## config.mk

```make
export PLATFORM = sky130hd
export DESIGN_NAME = spike_encoder
export DESIGN_NICKNAME = d
export VERILOG_FILES = /design/src/rtl/spike_encoder.sv
export SDC_FILE = /design/constraint.sdc
export NUM_CORES = 1
export LEC_CHECK = 0
export ABC_AREA = 1
export BUFFER_PORTS_ARGS = -buffer_cell sky130_fd_sc_hd__buf_2
export CAP_MARGIN = 10
export CORE_ASPECT_RATIO = 0.8
export CORE_MARGIN = 3
export CORE_UTILIZATION = 45
export DETAILED_ROUTE_END_ITERATION = 7
export GPL_ROUTABILITY_DRIVEN = 0
export PLACE_DENSITY = 0.68
export SYNTH_ARGS = -nofsm -noshare
export SYNTH_HDL_FRONTEND = slang
export SYNTH_SLANG_ARGS = --single-unit
```

## constraint.sdc

```tcl
create_clock -name clk -period 2.2 [get_ports clk]
set_input_delay 0.11 -clock clk [delete_from_list [all_inputs] [get_ports clk]]
set_output_delay 0.11 -clock clk [all_outputs]
set_load 0.02 [all_outputs]
```

## src/rtl/spike_encoder.sv

```systemverilog
// Time-to-first-spike (gamma) encoder: converts per-channel intensities into
// spike times within a 2^TBITS-step window; brighter channels fire earlier.
module spike_encoder #(
  parameter int NUM_SPIKES = 16,
  parameter int TBITS      = 3,
  parameter bit HOLD       = 1'b0
) (
  input  logic                                clk,
  input  logic                                rst,
  input  logic                                start,
  input  logic [NUM_SPIKES-1:0][TBITS-1:0]    intensity,
  input  logic                                stall,
  output logic                                ready,
  output logic                                spike_valid,
  output logic [NUM_SPIKES-1:0]               spikes_out,
  output logic [TBITS-1:0]                    step,
  output logic                                frame_done
);

  localparam logic [TBITS-1:0] MAX    = '1;
  localparam logic [0:0]       S_IDLE = 1'b0;
  localparam logic [0:0]       S_RUN  = 1'b1;

  logic [0:0]                          state_q, state_d;
  logic [TBITS-1:0]                    step_q, step_d;
  logic [NUM_SPIKES-1:0]               spikes_q, spikes_d;
  logic                                valid_q, valid_d;
  logic                                done_q, done_d;
  logic                                ready_q, ready_d;
  logic [NUM_SPIKES-1:0][TBITS-1:0]    int_q, int_d;

  // Spike vector for a given step; intensity 0 maps to "never fire".
  function automatic logic [NUM_SPIKES-1:0] fire(
    input logic [NUM_SPIKES-1:0][TBITS-1:0] iv,
    input logic [TBITS-1:0]                 s
  );
    logic [NUM_SPIKES-1:0] f;
    logic [TBITS-1:0]      t;
    f = '0;
    for (int i = 0; i < NUM_SPIKES; i++) begin
      t = MAX - iv[i];
      if (iv[i] != '0) begin
        f[i] = HOLD ? (s >= t) : (s == t);
      end
    end
    return f;
  endfunction

  // Next-state and next-output logic.
  always_comb begin
    state_d  = state_q;
    step_d   = step_q;
    spikes_d = spikes_q;
    valid_d  = valid_q;
    done_d   = 1'b0;
    ready_d  = ready_q;
    int_d    = int_q;
    case (state_q)
      S_IDLE: begin
        step_d   = '0;
        spikes_d = '0;
        valid_d  = 1'b0;
        ready_d  = 1'b1;
        if (start) begin
          int_d    = intensity;
          state_d  = S_RUN;
          valid_d  = 1'b1;
          ready_d  = 1'b0;
          spikes_d = fire(intensity, '0);
        end
      end
      S_RUN: begin
        if (!stall) begin
          if (step_q == MAX) begin
            state_d  = S_IDLE;
            step_d   = '0;
            spikes_d = '0;
            valid_d  = 1'b0;
            ready_d  = 1'b1;
            done_d   = 1'b1;
          end else begin
            step_d   = step_q + TBITS'(1);
            spikes_d = fire(int_q, step_q + TBITS'(1));
          end
        end
      end
      default: begin
        state_d = S_IDLE;
      end
    endcase
  end

  // State and output registers with synchronous reset.
  always_ff @(posedge clk) begin
    if (rst) begin
      state_q  <= S_IDLE;
      step_q   <= '0;
      spikes_q <= '0;
      valid_q  <= 1'b0;
      done_q   <= 1'b0;
      ready_q  <= 1'b1;
      int_q    <= '0;
    end else begin
      state_q  <= state_d;
      step_q   <= step_d;
      spikes_q <= spikes_d;
      valid_q  <= valid_d;
      done_q   <= done_d;
      ready_q  <= ready_d;
      int_q    <= int_d;
    end
  end

  assign ready       = ready_q;
  assign spike_valid = valid_q;
  assign spikes_out  = spikes_q;
  assign step        = step_q;
  assign frame_done  = done_q;

endmodule

```

# After elaboration in Yosys (flattened, before gate mapping)
# Cells that the tools add are included.
dict set report word_totals {
  reg_bits 71
  input_bits 52
  output_inout_bits 22
  elab_cells 177
}
dict set report classes {
  addsub 33
  n_eq_ne 19
  muxes 51
  bitwise_logic 1
  n_reduce_logical 51
}
# op count
set ops {}
lappend ops {{$reduce_bool 3->1} 32}
lappend ops {{$sub 3x3->3 const A} 32}
lappend ops {{$eq 3x3->1} 16}
lappend ops {{$logic_not 3->1} 16}
lappend ops {{$mux 16} 3}
lappend ops {{$mux 1} 41}
lappend ops {{$pmux 16 s2} 1}
lappend ops {{$mux 3} 2}
lappend ops {{$pmux 1 s2} 3}
lappend ops {{$pmux 3 s2} 1}
lappend ops {{$reduce_and 2->1} 2}
lappend ops {{$add 3x1->3 const B} 1}
lappend ops {{$eq 3x3->1 const B} 1}
lappend ops {{$reduce_or 3->1} 1}
lappend ops {{$ne 2x1->1 const B} 1}
lappend ops {{$ne 2x2->1 const B} 1}
lappend ops {{$not 1->1} 1}

# Longest topological paths before layout
# Gate-level depths: netlist of the first run.
dict set report logic_depth {
  depth_word 6
  depth_mapped 10
  depth_no_buf 8
}

# Least setup slack after synthesis of the first run
# No wires, ideal clock.
dict set report synth_path {
  path_type {register -> register}
  start {register step_q[0] (netlist: step[0])}
  end {register spikes_q[10] (netlist: spikes_out[10])}
  setup_ns 0.119
  t_arrival_ns 1.624
  required_time_ns 2.081
  path_slack_ns 0.457
  path_stages_with_launch 11
  n_path_buf 2
  synth_period_minus_slack_ns 1.743
  cell_sequence {dfxtp_1 ha_1 ha_1 buf_2 inv_2 buf_2 nand2_1 nand2_1 nor2_1 nand3_1 a21oi_1}
}
dict set report synth_between {
  elab_chain_cells 6
  elab_cells_between_ends 7
  classes_between {1 x add/sub; 2 x eq/ne; 4 x mux}
}
# element line
set synth_lines {}
lappend synth_lines {{from (decl)} 25} ;# logic [TBITS-1:0] step_q, step_d;
lappend synth_lines {{from (signal assigned)} 105} ;# step_q <= step_d;
lappend synth_lines {{$add 3x1->3} 83} ;# spikes_d = fire(int_q, step_q + TBITS'(1));
lappend synth_lines {{$eq 3x3->1} 43} ;# f[i] = HOLD ? (s >= t) : (s == t);
lappend synth_lines {{$mux 1} 42} ;# if (iv[i] != '0) begin
lappend synth_lines {{$mux 16 (*)} 74} ;# if (step_q == MAX) begin
lappend synth_lines {{$mux 16 (*)} 73} ;# if (!stall) begin
lappend synth_lines {{$pmux 16 s2 (*)} 58} ;# case (state_q)
lappend synth_lines {{to (signal assigned)} 106} ;# spikes_q <= spikes_d;
lappend synth_lines {{to (decl)} 26} ;# logic [NUM_SPIKES-1:0] spikes_q, spikes_d;
# Every way passes the cells marked *; elsewhere a longest branch is shown, timed or not. The select of a mux whose other input is x is not followed.
# A chain may end at the register's enable or synchronous reset.

# Worst setup path in the final report of the first run
dict set report layout_path {
  start {register step_q[0] (netlist: step[0])}
  end {register spikes_q[7] (netlist: spikes_out[7])}
}
# Same word-level chain as after synthesis.

==> results of run 1 <==
==> stage by stage <==
stage / instances / cell area, sq um / setup WS (ns) / power [uW] / hold slack, ns
floorplan: 546 / 3510 / 0.457 / 1780 / 0.184
global placement: 704 / 3920 / 0.469 / 1930 / 0.350
detailed placement: 704 / 3920 / 0.430 / 1940 / 0.358
CTS: 721 / 4180 / 0.405 / 3210 / 0.000152
global route: 721 / 4180 / 0.187 / 3350 / 0.0347
finish: 721 / 4180 / 0.408 / 3190 / 0.00410
==> synthesized netlist by cell type <==
master,instances,area share
nand2_1,161,0.17
a21oi_1,73,0.10
dfxtp_1,71,0.41
nor2_1,63,0.067
o21ai_0,59,0.084
inv_1,51,0.055
nand3_1,17,0.024
buf_2,14,0.020
clkbuf_1,10,0.011
a21oi_2,5,0.012
inv_2,4,0.0043
a211oi_1,3,0.0064
buf_4,3,0.0064
o21bai_1,3,0.0064
ha_1,2,0.0071
buf_6,1,0.0032
clkinv_1,1,0.0011
nand2_2,1,0.0018
nor2_2,1,0.0018
nor3_1,1,0.0014
o211ai_1,1,0.0021
o21a_1,1,0.0021
==> path summary, 6_finish.rpt <==
kind / cells after the start / to
max: 8 / spikes_out[7]$_SDFFE_PP0P_
min: 3 / int_q[39]$_SDFFE_PP0P_
max reg2reg: 8 / spikes_out[7]$_SDFFE_PP0P_
min reg2reg: 1 / spike_valid$_SDFFE_PP0P_
==> power by group through the flow <==
stage	combinational (uW)	clock (uW)	sequential, uW
2_1_floorplan	311	0	1470
3_3_place_gp	469	0	1460
3_5_place_dp	476	0	1460
4_1_cts	480	1290	1430
5_1_grt	550	1350	1450
6_report	479	1270	1440
==> layout make-up <==
type                       instances  area [sq um]
timing repair buffer              82           435
sequential                        71          1420
clock inverter                     6           108
clock buffer                      10           138
fill                             763          3320
tap                              105           131
multi-input combinational        391          1730
inverter                          56           210
==> placed cells by master (no fill, tap or decap), types with 8 or more instances in the layout <==
cell type	n
buf_4	8
o21ai_0	59
a21oi_1	73
clkbuf_8	10
nor2_1	63
nand2_1	161
inv_1	51
dfxtp_1	71
nand3_1	17
buf_2	73
==> state kept, by name (all words and copies together), names as in the netlist <==
| name | cells |
|---|---|
| spike_valid | 1 |
| int_q | 48 |
| ready | 1 |
| frame_done | 1 |
| state_q | 1 |
| spikes_out | 16 |
| step | 3 |
==> per-layer routing <==
metal	part of all wire	global-route usage
met3	0.073	0.0532
met4	0.013	0.0799
met5	0	0
met2	0.44	0.348
met1	0.47	0.294
==> cells by family (layout without fill, tap and decap cells) <==
family	count (synthesis)	in the layout
AOI/OAI and AO/OA	145	145
and+or+nand+nor	244	244
adders and majority gates	2	2
buffers and inverters	84	154
DFF	71	71
==> worst max-delay path: cells and delay by family (launching register included) <==
family | cells | cell delay, ns
compound gates | 1 | 0.13
fa+ha+maj | 2 | 0.66
buf+inv | 1 | 0.21
flops | 1 | 0.39
simple gates | 4 | 0.32
==> impl_results.md, run 1 <==
- Ys Warns: 0
- Dpl hpwl: 6.23 mm
- Critical path type: flop to flop
- Post-synthesis simple-gate area fraction: 0.269
- TritonCTS buffer count: 9
- Setup bufs post-CTS: 0
- Synth cell types: 22
- GRT Total Usage: 0.220
- Largest net degree at the start of global routing: 47
- Fin crit share: 0.815
- Compound-cell area share of the yosys netlist: 0.218
- Total net switching power: 861 uW
- Chip width: 105 microns
- Max Freq: 0.558 GHz
- Die height: 84.9 microns
- Synthesized-area fraction occupied by adder cells: 0.00714
- CP startpoint kind: flop
- Hold_buf cts: 1
- Worst Tran Pin Value: 0.667 ns
- Final WL: 9.51 mm
- Flop-to-flop setup slack: 0.41 ns
- Post-synthesis cell area: 3510 sq um
- Synth Net Count: 600
- RSZ-0062 raised after global routing: no
- Sw Share: 0.270
- Worst relative slew slack: 0.552
- # resized after CTS: 0
- Crit path arrival time: 2.06 ns
- Site Rows: 28
- Clock Path Buffers: 2
- First-pass GRT wire length: 15.9 mm
- P_int: 2330 uW
- GR Overflow Total: 0
- Final Critical Period: 1.79 ns
- Worst path slowest cell: ha_1
- DRC: 0
- Synth Area per Inst: 6.42 sq um
- DRT Pass-1 Iters: 5
- Vias in the first global route: 3,514
- Sequential power share: 0.451
- Clk sinks: 71
- Finished Core Util: 0.557
- Cells after Synth: 546
- Maxcap violations: 0
- Worst Clk Skew: 0.00593 ns
- Critical Path RT: 2.47 ns
- Logic pwr share: 0.150
- Initial DRC Count: 195
- Setup-failing EPs final: 0
- Ratio of cells with drive above 1 in the final layout: 0.175
- Crit-path max FO: 17
- Port Buffer Count: 73
- Clk_lat worst skew: 0.34 ns
- Worst VDD drop: 0.435 mV
- Final hold violations: 0
- Sequential area share after synthesis: 0.405
- Yosys reg bits: 71
- CTS root buf: clkbuf_8
- Hold crit path type: input pin to flop
- Initial antenna violation count: 0
- Area growth syn-to-layout: 19.1%
- Leakage: 0.00202 uW
- Via count: 3,601
- Clock-pin slew on the worst setup and hold paths: 0.08 ns
- Top Ports: 74
- Crit path from: step[0]$_SDFFE_PP0P_
- NumNets Final: 665
- Mux contribution to synthesized area: 0
- Per-cell routed wire length: 13.2 microns
- CTS tree: built
- Via/cell ratio: 4.99
- HP Start: intensity[39]
- Antenna diodes: 0
- Largest family of logic cells by synthesized area: simple AND/OR/NAND/NOR gates
- Status: complete, no violations
- Htree depth: 3
- Power per cell area: 763 nW/um^2
- Initial Utilization: 0.468
- Reg2reg start: step[0]$_SDFFE_PP0P_
- Final Max Tran Viols: 0
- Critical Path, Cell by Cell: ha_1 > ha_1 > inv_2 > nand2_1 > nand2_1 > nor2_1 > nand3_1 > a21oi_1
- Critical path's largest stage delay: 0.43 ns
- Die Area: 8890 sq um
- Post-synthesis xor/xnor area fraction: 0
- Clock power frac: 0.399
- Post-Route Setup TNS: 0 ns
- Core Area: 7500 sq um
- Crit end category: flop
- Post-route ant nets: 0
No activity file was read; power rests on OpenSTA's default activity.
==> inputs of run 2 (changes only) <==
Settings changed: ABC_AREA 1 to 0, PLACE_DENSITY 0.68 to 0.71.
Clock period 2.2 ns to 1.5 ns, I/O delays scaled along.
==> run 2 against run 1 <==
- the flow now finishes with violations (setup timing)
- wire length is 5.8% lower
- total power is 30% higher
- utilization is 10 points higher
- flip-flop and latch count stayed put
- sequential share of layout area is 2.9 points lower
- critical path depth is 2 lower
- area after synthesis is 5.6% lower
- register-to-register slack worse by 0.48 ns
- global-route usage is 0.14 points higher
- clock power is 4% higher
- combinational power is 52% higher
- critical endpoint is now spikes_out[4]$_SDFFE_PP0P_
- largest cell class unchanged
- largest power group unchanged
- highest routed layer unchanged
==> impl_results.md, run 2 <==
- Initial antenna violation count: 0 (unchanged)
- Pre-CTS setup slack: -0.0980 ns (-0.528 ns)
- Worst relative slew slack: 0.726 (+0.173)
- First-pass GRT wire length: 14.4 mm (-9.0%)
- CTS tree: built
- Per-cell routed wire length: 14.2 microns (+8.0%)
- GRT Total Usage: 0.221 (+0.00144)
- Synth top area share: 0.430 (+0.0242)
- Placed cell area: 3820 sq um (-2.5%)
- Clk sinks: 71 (unchanged)
- Vias in the first global route: 3,173 (-9.7%)
- Leakage: 0.00203 uW (+0.37%)
- Crit path arrival time: 1.82 ns (-0.24 ns)
- Commonest non-fill, non-tap cell in the layout: nand2_1
- Synth Area per Inst: 7.95 sq um (+24%)
- Final instance area: 4590 sq um (+9.9%)
- NumNets Final: 593 (-11%)
- Worst Tran Pin Value: 0.411 ns (-0.256 ns)
- Clock-pin slew on the worst setup and hold paths: 0.07 ns (about the same)
- Ratio of cells with drive above 1 in the final layout: 0.242 (+0.0664)
- Synth area leaders: dfxtp_1 (43%), nand2_1 (11%), a21oi_1 (8.8%), xor2_1 (8.5%), nor2_1 (5.9%)
- Die height: 82.7 microns (-2.7%)
- Via/cell ratio: 5.23 (+4.8%)
- CTS root buf: clkbuf_8
- Area growth syn-to-layout: 38.8%
- Synth async-reset ratio: 0 (unchanged)
- Maxcap violations: 0 (unchanged)
- RSZ-0062 raised after global routing: yes
- Post-Route Setup TNS: -0.550 ns (-0.550 ns)
- Chip width: 102 microns (-2.7%)
- Tot Pwr: 4140 uW (+30%)
- Top Ports: 74 (unchanged)
- Yosys reg bits: 71 (unchanged)
- DRT Pass-1 Iters: 4 (-1)
- Largest net degree at the start of global routing: 41 (-13%)
- CP startpoint kind: flop
- Synth Net Count: 470 (-22%)
- Failing checks: setup timing
- Final hold violations: 0 (unchanged)
- Final WL: 8.96 mm (-5.8%)
- Final Critical Period: 1.57 ns (-0.219 ns)
- Site Rows: 27 (-3.6%)
- Initial Utilization: 0.473 (+0.00545)
- Largest Register: int_q
- Synth cell types: 25 (+14%)
- Status: finished with violations
- Max reg flops: 48 (unchanged)
- Post-synthesis cell area: 3310 sq um (-5.6%)
- Via count: 3,292 (-8.6%)
- Htree depth: 3 (unchanged)
- Port Buffer Count: 73 (unchanged)
- Cells after Synth: 416 (-24%)
- Dpl hpwl: 5.61 mm (-10%)
- Most common cell in the netlist: nand2_1
- Critical Path RT: 1.75 ns (-0.72 ns)
- Fillers: 590 (-23%)
- GR Overflow Total: 0 (unchanged)
- Setup ws final: -0.0733 ns (-0.481 ns)
- Power per cell area: 901 nW/um^2 (+18%)
- Final Max Tran Viols: 0 (unchanged)
- Core Area: 6990 sq um (-6.7%)
- Hold crit path type: input pin to flop
- Post-synth top cells: nand2_1 (98), dfxtp_1 (71), a21oi_1 (58)
- Fin crit share: 1.05 (+0.234)
- Most frequent cells in the layout: nand2_1 (98), buf_2 (73), dfxtp_1 (69), a21oi_1 (58), nor2_1 (52)
- Critical path type: flop to flop
- Crit end category: flop
- Top cell type by total area after synthesis: dfxtp_1
- Worst Clk Skew: 0.00511 ns (-0.000822 ns)
- Die Area: 8420 sq um (-5.3%)
- Max Freq: 0.636 GHz (+14%)
- Ys Warns: 0 (unchanged)
- Initial DRC Count: 137 (-30%)
- Clock Path Buffers: 2 (unchanged)
- DRC: 0 (unchanged)
- Worst VDD drop: 0.495 mV (+14%)
- Post-route ant nets: 0 (unchanged)
- Setup-failing EPs final: 16 (+16)
- Clk_lat worst skew: 0.34 ns (about the same)
- Crit-path max FO: 9 (-8)
- Post-synth EDFFs: 0 (unchanged)
- Antenna diodes: 0 (unchanged)
- TritonCTS buffer count: 9 (unchanged)
- Synth Flop Type: dfxtp_1
- Sequential area share after synthesis: 0.430 (+0.0242)
run 2: cell types whose count changed after synthesis, moves of 11 or more:
cell / previous run / this run
nor2_1: 63 / 52
nand3_1: 17 / 1
a21oi_1: 73 / 58
nand4_1: 0 / 16
nand2_1: 161 / 98
a311oi_1: 0 / 16
o21ai_0: 59 / 1
xor2_1: 0 / 32
o2111ai_1: 0 / 16
inv_1: 51 / 1
run 2: kinds of logic (layout without fill, tap and decap cells):
kind of cell | count (synthesis) | count (layout) | synth area share
AND/OR/NAND/NOR | 175 | 176 | 0.218
AO/OA/AOI/OAI | 101 | 101 | 0.200
flip-flops | 71 | 71 | 0.430
buffers and inverters | 34 | 159 | 0.0567
XOR/XNOR | 32 | 32 | 0.0847
adder cells (fa/ha/maj) | 2 | 2 | 0.00756
multiplexers | 1 | 1 | 0.00303
run 2: where the power goes:
| part | switching [uW] | leakage, uW | total, uW | internal, uW |
|---|---|---|---|---|
| Clock | 653 | 0.0000854 | 1320 | 671 |
| Sequential | 95.2 | 0.000584 | 2080 | 1990 |
| Combinational | 387 | 0.00136 | 727 | 341 |
run 2: metrics by stage:
stage | instances | util | hold slack, ns
floorplan | 416 | - | 0.211
global placement | 559 | 0.547 | 0.281
detailed placement | 559 | 0.547 | 0.284
CTS | 623 | 0.643 | 0.0609
global route | 629 | 0.657 | 0.0927
finish | 629 | 0.657 | 0.0785
run 2: area by class of cell:
cell class / count / area [sq um] / share of cell area
clock buffer: 13 / 159 / 0.0346
timing repair buffer: 144 / 1100 / 0.239
sequential: 71 / 1430 / 0.311
tap: 87 / 109 / 0.0237
inverter: 1 / 3.75 / 0.000817
multi-input combinational: 312 / 1790 / 0.390
clock inverter: 1 / 5.00 / 0.00109
run 2: final timing paths:
path,end,slack [ns],startpoint,cells after the start
max,spikes_out[4]$_SDFFE_PP0P_,-0.07,step[0]$_SDFFE_PP0P_,6
min,step[2]$_SDFFE_PP0P_,0.08,stall,3
max reg2reg,spikes_out[4]$_SDFFE_PP0P_,-0.07,step[0]$_SDFFE_PP0P_,6
min reg2reg,spike_valid$_SDFFE_PP0P_,0.47,spike_valid$_SDFFE_PP0P_,2
run 2: routing by layer:
layer  GRT usage  vias to the layer above  part of all wire
li1            -                     1673                 -
met4      0.0459                        0            0.0080
met2       0.389                       90              0.48
met1       0.270                     1522              0.46
met5           0                        -                 0
met3      0.0663                        7             0.050
run 2: critical path, stage by stage (launching register included):
cell and delay, ns:
dfxtp_4 0.35, ha_4 0.16, ha_4 0.29, buf_12 0.14, xor2_1 0.15, o2111ai_1 0.12, a311oi_1 0.28
run 2: what timing repair did:
item                                    4_1_cts  5_1_grt
endpoints found under the setup margin       16       16
resized for setup                             1        6
pin swaps                                    10        8
hold endpoints to repair                     49        0
gates cloned                                  1        0
hold buffers                                 49        0
buffers inserted                              0        6
